File: config.mk
export PLATFORM = sky130hd
export DESIGN_NAME = fb_arbiter
export DESIGN_NICKNAME = d
export VERILOG_FILES = /design/src/rtl/fb_pkg.sv /design/src/rtl/sync_fifo.sv /design/src/rtl/fb_arbiter.sv
export SDC_FILE = /design/constraint.sdc
export NUM_CORES = 1
export LEC_CHECK = 0
export ABC_AREA = 1
export BUFFER_PORTS_ARGS = -buffer_cell sky130_fd_sc_hd__buf_2
export CELL_PAD_IN_SITES_DETAIL_PLACEMENT = 1
export CELL_PAD_IN_SITES_GLOBAL_PLACEMENT = 1
export CORE_MARGIN = 2
export CORE_UTILIZATION = 40
export DETAILED_ROUTE_END_ITERATION = 8
export PLACE_DENSITY_LB_ADDON = 0.08
export RECOVER_POWER = 50
export REMOVE_ABC_BUFFERS = 1
export SLEW_MARGIN = 40
export SYNTH_ARGS = -nofsm -noshare
export SYNTH_HDL_FRONTEND = slang
export SYNTH_SLANG_ARGS = --single-unit
File: constraint.sdc
create_clock -name i_clk_pixel -period 4.4 [get_ports i_clk_pixel]
set_input_delay 0.88 -clock i_clk_pixel [delete_from_list [all_inputs] [get_ports i_clk_pixel]]
set_output_delay 0.88 -clock i_clk_pixel [all_outputs]
set_load 0.03 [all_outputs]
File: src/rtl/fb_pkg.sv
// Shared swap-FSM state type and default geometry for the frame-buffer arbiter.
package fb_pkg;

    localparam int unsigned DataWidth = 16;
    localparam int unsigned Depth     = 768;
    localparam int unsigned AddrWidth = 10;
    localparam int unsigned FifoDepth = 4;

    typedef enum logic [0:0] {
        StIdle,
        StPending
    } swap_state_e;

endpackage

File: src/rtl/sync_fifo.sv
// Single-clock FIFO with occupancy counter; Depth must be a power of two so the
// pointers wrap naturally.
module sync_fifo #(
    parameter int unsigned Width = 26,
    parameter int unsigned Depth = 4
) (
    input  logic             clk_i,
    input  logic             rst_ni,
    input  logic             push_i,
    input  logic [Width-1:0] wdata_i,
    input  logic             pop_i,
    output logic [Width-1:0] rdata_o,
    output logic             full_o,
    output logic             empty_o
);

    localparam int unsigned PtrW = (Depth > 1) ? $clog2(Depth) : 1;
    localparam int unsigned CntW = $clog2(Depth + 1);

    logic [Width-1:0] mem_q [Depth];
    logic [PtrW-1:0]  wr_ptr_q, wr_ptr_d;
    logic [PtrW-1:0]  rd_ptr_q, rd_ptr_d;
    logic [CntW-1:0]  count_q, count_d;
    logic             do_push, do_pop;

    assign full_o  = (count_q == CntW'(Depth));
    assign empty_o = (count_q == '0);
    assign do_push = push_i & ~full_o;
    assign do_pop  = pop_i & ~empty_o;
    assign rdata_o = mem_q[rd_ptr_q];

    always_comb begin
        wr_ptr_d = wr_ptr_q;
        rd_ptr_d = rd_ptr_q;
        count_d  = count_q;
        if (do_push) begin
            wr_ptr_d = wr_ptr_q + 1'b1;
        end
        if (do_pop) begin
            rd_ptr_d = rd_ptr_q + 1'b1;
        end
        // Simultaneous push and pop leaves the occupancy unchanged.
        case ({do_push, do_pop})
            2'b10:   count_d = count_q + 1'b1;
            2'b01:   count_d = count_q - 1'b1;
            default: count_d = count_q;
        endcase
    end

    always_ff @(posedge clk_i or negedge rst_ni) begin
        if (!rst_ni) begin
            wr_ptr_q <= '0;
            rd_ptr_q <= '0;
            count_q  <= '0;
        end else begin
            wr_ptr_q <= wr_ptr_d;
            rd_ptr_q <= rd_ptr_d;
            count_q  <= count_d;
        end
    end

    always_ff @(posedge clk_i) begin
        if (do_push) begin
            mem_q[wr_ptr_q] <= wdata_i;
        end
    end

endmodule

File: src/rtl/fb_arbiter.sv
// Double-buffered frame-store arbiter: display reads own the single RAM port,
// sensor writes are buffered and drained into the back bank, banks swap on vsync.
module fb_arbiter
    import fb_pkg::*;
#(
    parameter int unsigned p_data_width = DataWidth,
    parameter int unsigned p_depth      = Depth,
    parameter int unsigned p_addr_width = AddrWidth,
    parameter int unsigned p_fifo_depth = FifoDepth
) (
    input  logic                    i_clk_pixel,
    input  logic                    i_rst_n,
    input  logic                    i_vsync,
    input  logic                    i_rd_req,
    input  logic [p_addr_width-1:0] i_rd_addr,
    output logic                    o_rd_valid,
    output logic [p_data_width-1:0] o_rd_data,
    input  logic                    i_wr_valid,
    output logic                    o_wr_ready,
    input  logic [p_addr_width-1:0] i_wr_addr,
    input  logic [p_data_width-1:0] i_wr_data,
    input  logic                    i_frame_done,
    output logic                    o_mem_en,
    output logic                    o_mem_we,
    output logic [p_addr_width:0]   o_mem_addr,
    output logic [p_data_width-1:0] o_mem_wdata,
    input  logic [p_data_width-1:0] i_mem_rdata,
    output logic                    o_bank,
    output logic                    o_swap,
    output logic                    o_err
);

    localparam int unsigned          FifoWidth = p_addr_width + p_data_width;
    localparam logic [p_addr_width:0] DepthLim = (p_addr_width + 1)'(p_depth);

    swap_state_e state_q, state_d;
    logic        vsync_q, vsync_rise, swap_fire;
    logic        bank_q, swap_q, err_q, err_d;

    logic                    fifo_push, fifo_pop, fifo_full, fifo_empty;
    logic [FifoWidth-1:0]    fifo_rdata;
    logic [p_addr_width-1:0] head_addr;
    logic [p_data_width-1:0] head_data;
    logic                    rd_oob, wr_oob, wr_accept;

    logic                    mem_en_d, mem_en_q, mem_we_d, mem_we_q;
    logic [p_addr_width:0]   mem_addr_d, mem_addr_q;
    logic [p_data_width-1:0] mem_wdata_d, mem_wdata_q;

    logic                    rd_p1_q, rd_p2_q, oob_p1_q, oob_p2_q, rd_valid_q;
    logic [p_data_width-1:0] rd_data_q;

    assign vsync_rise = i_vsync & ~vsync_q;
    assign rd_oob     = ({1'b0, i_rd_addr} >= DepthLim);
    assign wr_oob     = ({1'b0, i_wr_addr} >= DepthLim);
    assign o_wr_ready = ~fifo_full & (state_q == StIdle);
    assign wr_accept  = i_wr_valid & o_wr_ready;
    // Out-of-range writes complete the handshake but never enter the buffer.
    assign fifo_push  = wr_accept & ~wr_oob;
    assign fifo_pop   = ~i_rd_req & ~fifo_empty;
    assign head_addr  = fifo_rdata[FifoWidth-1 -: p_addr_width];
    assign head_data  = fifo_rdata[p_data_width-1:0];
    assign err_d      = err_q | (i_rd_req & rd_oob) | (wr_accept & wr_oob);

    sync_fifo #(
        .Width (FifoWidth),
        .Depth (p_fifo_depth)
    ) u_wr_fifo (
        .clk_i   (i_clk_pixel),
        .rst_ni  (i_rst_n),
        .push_i  (fifo_push),
        .wdata_i ({i_wr_addr, i_wr_data}),
        .pop_i   (fifo_pop),
        .rdata_o (fifo_rdata),
        .full_o  (fifo_full),
        .empty_o (fifo_empty)
    );

    // Swap FSM: state register.
    always_ff @(posedge i_clk_pixel or negedge i_rst_n) begin
        if (!i_rst_n) begin
            state_q <= StIdle;
        end else begin
            state_q <= state_d;
        end
    end

    // Swap FSM: next state.
    always_comb begin
        state_d = state_q;
        case (state_q)
            StIdle:    if (i_frame_done) state_d = StPending;
            StPending: if (vsync_rise && fifo_empty) state_d = StIdle;
            default:   state_d = StIdle;
        endcase
    end

    // Swap FSM: outputs. A vsync edge with writes still buffered is skipped.
    always_comb begin
        swap_fire = (state_q == StPending) & vsync_rise & fifo_empty;
    end

    always_ff @(posedge i_clk_pixel or negedge i_rst_n) begin
        if (!i_rst_n) begin
            vsync_q <= 1'b0;
            bank_q  <= 1'b0;
            swap_q  <= 1'b0;
            err_q   <= 1'b0;
        end else begin
            vsync_q <= i_vsync;
            bank_q  <= bank_q ^ swap_fire;
            swap_q  <= swap_fire;
            err_q   <= err_d;
        end
    end

    // RAM command: reads win; the FIFO head drains only on read-idle cycles.
    always_comb begin
        mem_en_d    = 1'b0;
        mem_we_d    = 1'b0;
        mem_addr_d  = '0;
        mem_wdata_d = '0;
        if (i_rd_req) begin
            if (!rd_oob) begin
                mem_en_d   = 1'b1;
                mem_addr_d = {bank_q, i_rd_addr};
            end
        end else if (!fifo_empty) begin
            mem_en_d    = 1'b1;
            mem_we_d    = 1'b1;
            mem_addr_d  = {~bank_q, head_addr};
            mem_wdata_d = head_data;
        end
    end

    always_ff @(posedge i_clk_pixel or negedge i_rst_n) begin
        if (!i_rst_n) begin
            mem_en_q    <= 1'b0;
            mem_we_q    <= 1'b0;
            mem_addr_q  <= '0;
            mem_wdata_q <= '0;
            rd_p1_q     <= 1'b0;
            rd_p2_q     <= 1'b0;
            oob_p1_q    <= 1'b0;
            oob_p2_q    <= 1'b0;
            rd_valid_q  <= 1'b0;
            rd_data_q   <= '0;
        end else begin
            mem_en_q    <= mem_en_d;
            mem_we_q    <= mem_we_d;
            mem_addr_q  <= mem_addr_d;
            mem_wdata_q <= mem_wdata_d;
            rd_p1_q     <= i_rd_req;
            oob_p1_q    <= i_rd_req & rd_oob;
            rd_p2_q     <= rd_p1_q;
            oob_p2_q    <= oob_p1_q;
            rd_valid_q  <= rd_p2_q;
            if (rd_p2_q) begin
                rd_data_q <= oob_p2_q ? '0 : i_mem_rdata;
            end
        end
    end

    assign o_mem_en    = mem_en_q;
    assign o_mem_we    = mem_we_q;
    assign o_mem_addr  = mem_addr_q;
    assign o_mem_wdata = mem_wdata_q;
    assign o_rd_valid  = rd_valid_q;
    assign o_rd_data   = rd_data_q;
    assign o_bank      = bank_q;
    assign o_swap      = swap_q;
    assign o_err       = err_q;

endmodule

[Word-level counts from Yosys, hierarchy flattened]
Memories as Yosys holds them, arrays and structs flattened.
Cells that the tools add are included.
Operators by class
  add/subtract/negate cells: 4
  multipliers: 0
  divide/modulo/power cells: 0
  order comparisons: 2
  eq/ne operators: 3
  shifts and indexed selects: 0
  muxes and demuxes: 16
  bitwise gates (word level): 21
  reductions and logical operators: 3
Operator list (count)
  $mux W16: 3
  $mux W11: 3
  $ge A10 B10 Y1 const B: 2
  $and A1 B1 Y1: 11
  $mux W1: 8
  $not A1 Y1: 7
  $pmux W3 S2: 1
  $add A2 B1 Y2 const B: 2
  $add A3 B1 Y3 const B: 1
  $eq A3 B3 Y1 const B: 1
  $logic_not A3 Y1: 1
  $sub A3 B1 Y3 const B: 1
  $eq A2 B1 Y1 const B: 1
  $eq A2 B2 Y1 const B: 1
  $or A1 B1 Y1: 2
  $pmux W1 S2: 1
  $reduce_bool A2 Y1: 1
  $logic_and A1 B1 Y1: 1
  $xor A1 B1 Y1: 1
Storage, ports and cells
  bits in registers: 62
  bits in latches: 0
  memory bits (writable): 104
  memory bits (read-only): 0
  output and inout bits: 50
  memories: 1
Memories
  u_wr_fifo.mem_q: words 4, bits a word 26, rd ports 1, clocked after Yosys merged registers in 0, write ports 1, RTL line sync_fifo.sv:20  | logic [Width-1:0] mem_q [Depth];

[Longest topological paths before layout]
  word-level depth: 8
  mapped depth: 11
  depth with buffers taken out: 10

[Cells and area by module]
From an unflattened synthesis, not the netlist that was laid out.
Second synthesis, totals
  cell total of the unflattened synthesis: 570
  area, all modules: 6924.1 µm²
By module, submodules not included
  sync_fifo: instances 1, cells each 364, area each 4890.9 µm²
  fb_arbiter: instances 1, cells each 206, area each 2033.2 µm²

[Worst setup path after synthesis]
No wires, ideal clock.
  kind: input to register
  from: in i_wr_addr[9]
  to: mem u_wr_fifo.mem_q[0][0] (enable)
  arrival time: 2.322 ns
  required time: 3.991 ns
  setup slack: 1.669 ns
  cell stages on the path: 3
  buffers on the path: 0
  path through: nand2_1 nand4_2 nor2_1
Between the ends
  cells in the longest elaborated chain, start to end: 6
Ends and longest elaborated chain
  start, declared: RTL line fb_arbiter.sv:20  | input logic [p_addr_width-1:0] i_wr_addr,
  $ge A10 B10 Y1: RTL line fb_arbiter.sv:55  | assign wr_oob = ({1'b0, i_wr_addr} >= DepthLim);
  $not A1 Y1: RTL line fb_arbiter.sv:59  | assign fifo_push = wr_accept & ~wr_oob;
  $and A1 B1 Y1: RTL line fb_arbiter.sv:59
  $and A1 B1 Y1: RTL line sync_fifo.sv:28  | assign do_push = push_i & ~full_o;
  $mux W1: RTL line sync_fifo.sv:63  | if (do_push) begin
  $mux W1 (implied by the code): RTL line sync_fifo.sv:64  | mem_q[wr_ptr_q] <= wdata_i;
  end, declared: RTL line sync_fifo.sv:20
Every way passes these cells.

[Final worst setup path]
  from: in i_rd_req
  to: reg u_wr_fifo.count_q[2]
Between the ends
  cells in the longest elaborated chain, start to end: 5
  elaborated cells on any way between the ends: 7
Ends and longest elaborated chain
  start, declared: RTL line fb_arbiter.sv:14  | input logic i_rd_req,
  $not A1 Y1 (*): RTL line fb_arbiter.sv:60  | assign fifo_pop = ~i_rd_req & ~fifo_empty;
  $and A1 B1 Y1 (*): RTL line fb_arbiter.sv:60
  $and A1 B1 Y1 (*): RTL line sync_fifo.sv:29  | assign do_pop = pop_i & ~empty_o;
  $eq A2 B1 Y1 / $eq A2 B2 Y1 (equally long branches): RTL line sync_fifo.sv:43  | case ({do_push, do_pop})
  $pmux W3 S2 / $reduce_bool A2 Y1 (equally long branches)
  end signal, assigned: RTL line sync_fifo.sv:58  | count_q <= count_d;
  end, declared: RTL line sync_fifo.sv:23  | logic [CntW-1:0] count_q, count_d;
Every way passes the cells marked *; elsewhere a longest branch is shown, timed or not.
A chain may end at the register's enable or synchronous reset.

==> results.md <==
* Reg2Reg Depth at 10
* Min Tclk post-route at between 2 and 2.5 ns
* FF-to-FF setup slack at around 2.1 ns
* CP startpoint: i_rd_req
* Setup-failing EPs final at 0
* Clk_skew at roughly 0.0070 ns
* DR iter-0 viols at between 100 and 150
* Buffers on Ports at 107
* Post-synth top area share at 0.4873
* Clk sinks at ~170
* Ant diodes at 0
* Peak VDD IR at around 0.36 mV
* Status: finished clean
* Req. time, crit path at roughly 4.8 ns
* Post-DP HPWL at roughly 9 mm
* Crit Path Category: in -> reg
* CTS Buf Count at 17
* Leak at between 0.003 and 0.004 uW
* RSZ-0062 raised after global routing: no
* Hold Path Class: reg -> reg
* Pwr/cell area at between 600 and 700 nW/um^2
* Cell variety after synth at 30
* Fin. Hold Viols at 0
* Cell Rows at between 40 and 50
* Final core utilization at 0.4904
* Startpoint Class: input pin
* Placer Congestion at roughly 0.7
* Worst hold slack at between 0.3 and 0.4 ns
* Final setup TNS at 0 ns
* Share of the yosys chip area belonging to registers at 0.7294
* Fmax at roughly 0.4 GHz
* CTS resizes at 0
* First-pass GRT wire length at ~23 mm
* Post-synth EDFFs at 104
* DRC violations left at 0
* Main synth FF type: edfxtp_1
* Dominant cell type by area after synthesis: edfxtp_1
* Vias at slightly above 4,000
* IO Count at ~110
* Worst-Margin Slew at between 0.8 and 0.9 ns
* Remaining global-route overflow at 0
* Count of final max-slew check failures at 0
* Max_cap viols at 0
* Syn_area_per_cell at approximately 13 sq um
* Initial core utilization at 0.4064
* Placement Cell Area at between 7000 and 8000 sq um
* Ratio of cells with drive above 1 in the final layout at 0.2231
* Crit-path max FO at 21
* Hold EP: oob_p2_q
* # nets final at roughly 700
* Hold buffers post-CTS at 0
* Cell area after synthesis at 6409 sq um
* Most frequent cell after synthesis: edfxtp_1
* Seq cells post-synth at about 170
* Hold Path Cell Cnt at 0
* Top cells by count, synth: edfxtp_1 (104), nand2_1 (76), nor2_1 (72), dfrtp_1 (62), nand3_1 (39)
* Pin count of the biggest net entering global routing at between 60 and 70
* Die width at 130.6 um
* Die footprint at roughly 17,000 sq um
* Number of global-route vias before repair at around 4,400
* WL final at around 14 mm
* Post-CTS setup buffers at 0
* H-tree Lvls at 4
* Worst-skew pair later-pin latency at roughly 0.43 ns
* Wire per inst at roughly 17 um
* Slew HR at 0.4249
* Total GRT Usage at 0.1830
* DR vias/cell at 4.817
* CTS tree: yes
* Warnings, synthesis at 0
* Core area at 15,770 sq um
* FFs w/ async S/R, synth at 0.3735
* Period utilization at 0.5529
* Antenna Nets Post-Route at 0
* Initial antenna violation count at 0
* DRT Pass-1 Iters at 4
* CTS root buf: clkbuf_16
* Area grow syn2layout at 20.68%
* Critical path endpoint category: flop
* Area contributors post-synth: edfxtp_1 (49%), dfrtp_1 (24%), nand2_1 (4.5%)
* Worst R2R Start: u_wr_fifo.count_q[0]
* Synth Instances at approximately 500
* Reg clk slew, reported paths at ~0.06 ns
* Clock Path Buffers at 2
* Die height at ~130 um
* Worst Path Arrival at 2.78 ns
* Worst reg2reg endpoint: u_wr_fifo.count_q[2]
* Post-Layout Inst Area at roughly 7700 sq um
* Hold Crit Start: oob_p1_q
critical path: stages:
cell	delay (ns)
clkbuf_1	0.13
inv_1	0.13
nand2_4	0.20
inv_4	0.26
ha_1	0.18
inv_1	0.07
fa_1	0.38
or2_2	0.30
nand2_1	0.09
xor2_1	0.14
cells by family (layout without fill, tap and decap cells):
logic type,count (synthesis),after routing,synth area share
flip-flops,166,166,0.7294
adder cells (fa/ha/maj),6,6,0.01289
buffers and inverters,59,181,0.05291
AND/OR/NAND/NOR,204,204,0.1423
XOR/XNOR,3,3,0.005273
AO/OA/AOI/OAI,72,72,0.05720
worst max path at each step:
stage	cells after the start	to	slack, ns
floorplan	3	u_wr_fifo.mem_q[0][0]	1.67
global placement	10	u_wr_fifo.count_q[2]	1.61
detailed placement	10	u_wr_fifo.count_q[2]	1.55
CTS	10	u_wr_fifo.count_q[2]	1.98
global route	10	u_wr_fifo.count_q[2]	1.83
finish	10	u_wr_fifo.count_q[2]	1.97
registers in the layout (all words and copies together), names as in the netlist, 2 cells and up:
name and cells:
o_rd_data 16, u_wr_fifo.mem_q 104, o_mem_addr 11, u_wr_fifo.rd_ptr_q 2
u_wr_fifo.count_q 3, u_wr_fifo.wr_ptr_q 2, o_mem_wdata 16
power by group:
group	leakage, uW	switching (uW)	internal [uW]	total (uW)
combinational	0.00117	905	375	1280
clock	0.000279	596	909	1510
sequential	0.00170	162	1840	2010
cell type report:
cell class                      count  area [sq um]
Clock buffer                       21         450.4
Clock inverter                     11         151.4
Fill cell                        1713          8036
Inverter                           36         142.6
Multi-Input combinational cell    285          1425
Sequential cell                   166          4678
Tap cell                          216         270.3
Timing Repair Buffer              113         615.6
through the flow:
stage	std cells	setup WS (ns)	total power [uW]
finish	848	1.967	4791
global route	848	1.834	5072
CTS	848	1.983	4865
detailed placement	816	1.548	3339
global placement	811	1.607	3278
floorplan	487	1.669	2862
layer usage:
| metal | GRT usage | vias to the layer above | part of all wire |
|---|---|---|---|
| met1 | 0.2268 | 2003 | 0.43 |
| met3 | 0.04316 | 30 | 0.052 |
| met4 | 0.08073 | 0 | 0.024 |
| li1 | - | 1944 | - |
| met2 | 0.3079 | 108 | 0.49 |
| met5 | 0 | - | 0 |
layout by cell type, fill, tap and decap left out, types with 2 or more instances in the layout:
| master | Yosys | final |
|---|---|---|
| nand3_2 | 9 | 9 |
| nand2_1 | 76 | 76 |
| clkinvlp_4 | 0 | 4 |
| bufinv_16 | 0 | 3 |
| nor2_4 | 1 | 5 |
| nor2_1 | 72 | 68 |
| buf_8 | 1 | 3 |
| clkbuf_1 | 2 | 30 |
| or2_2 | 2 | 2 |
| clkbuf_16 | 0 | 17 |
| o21ai_1 | 30 | 30 |
| a21oi_1 | 17 | 17 |
| o21ai_0 | 23 | 23 |
| dfrtp_1 | 62 | 61 |
| inv_1 | 31 | 31 |
| nand2_4 | 2 | 2 |
| inv_4 | 3 | 3 |
| ha_1 | 5 | 5 |
| edfxtp_1 | 104 | 104 |
| nand4_1 | 2 | 2 |
| buf_16 | 0 | 2 |
| buf_2 | 4 | 79 |
| clkinv_4 | 0 | 3 |
| nand3_1 | 39 | 39 |
(Power assumes the default switching activity.)
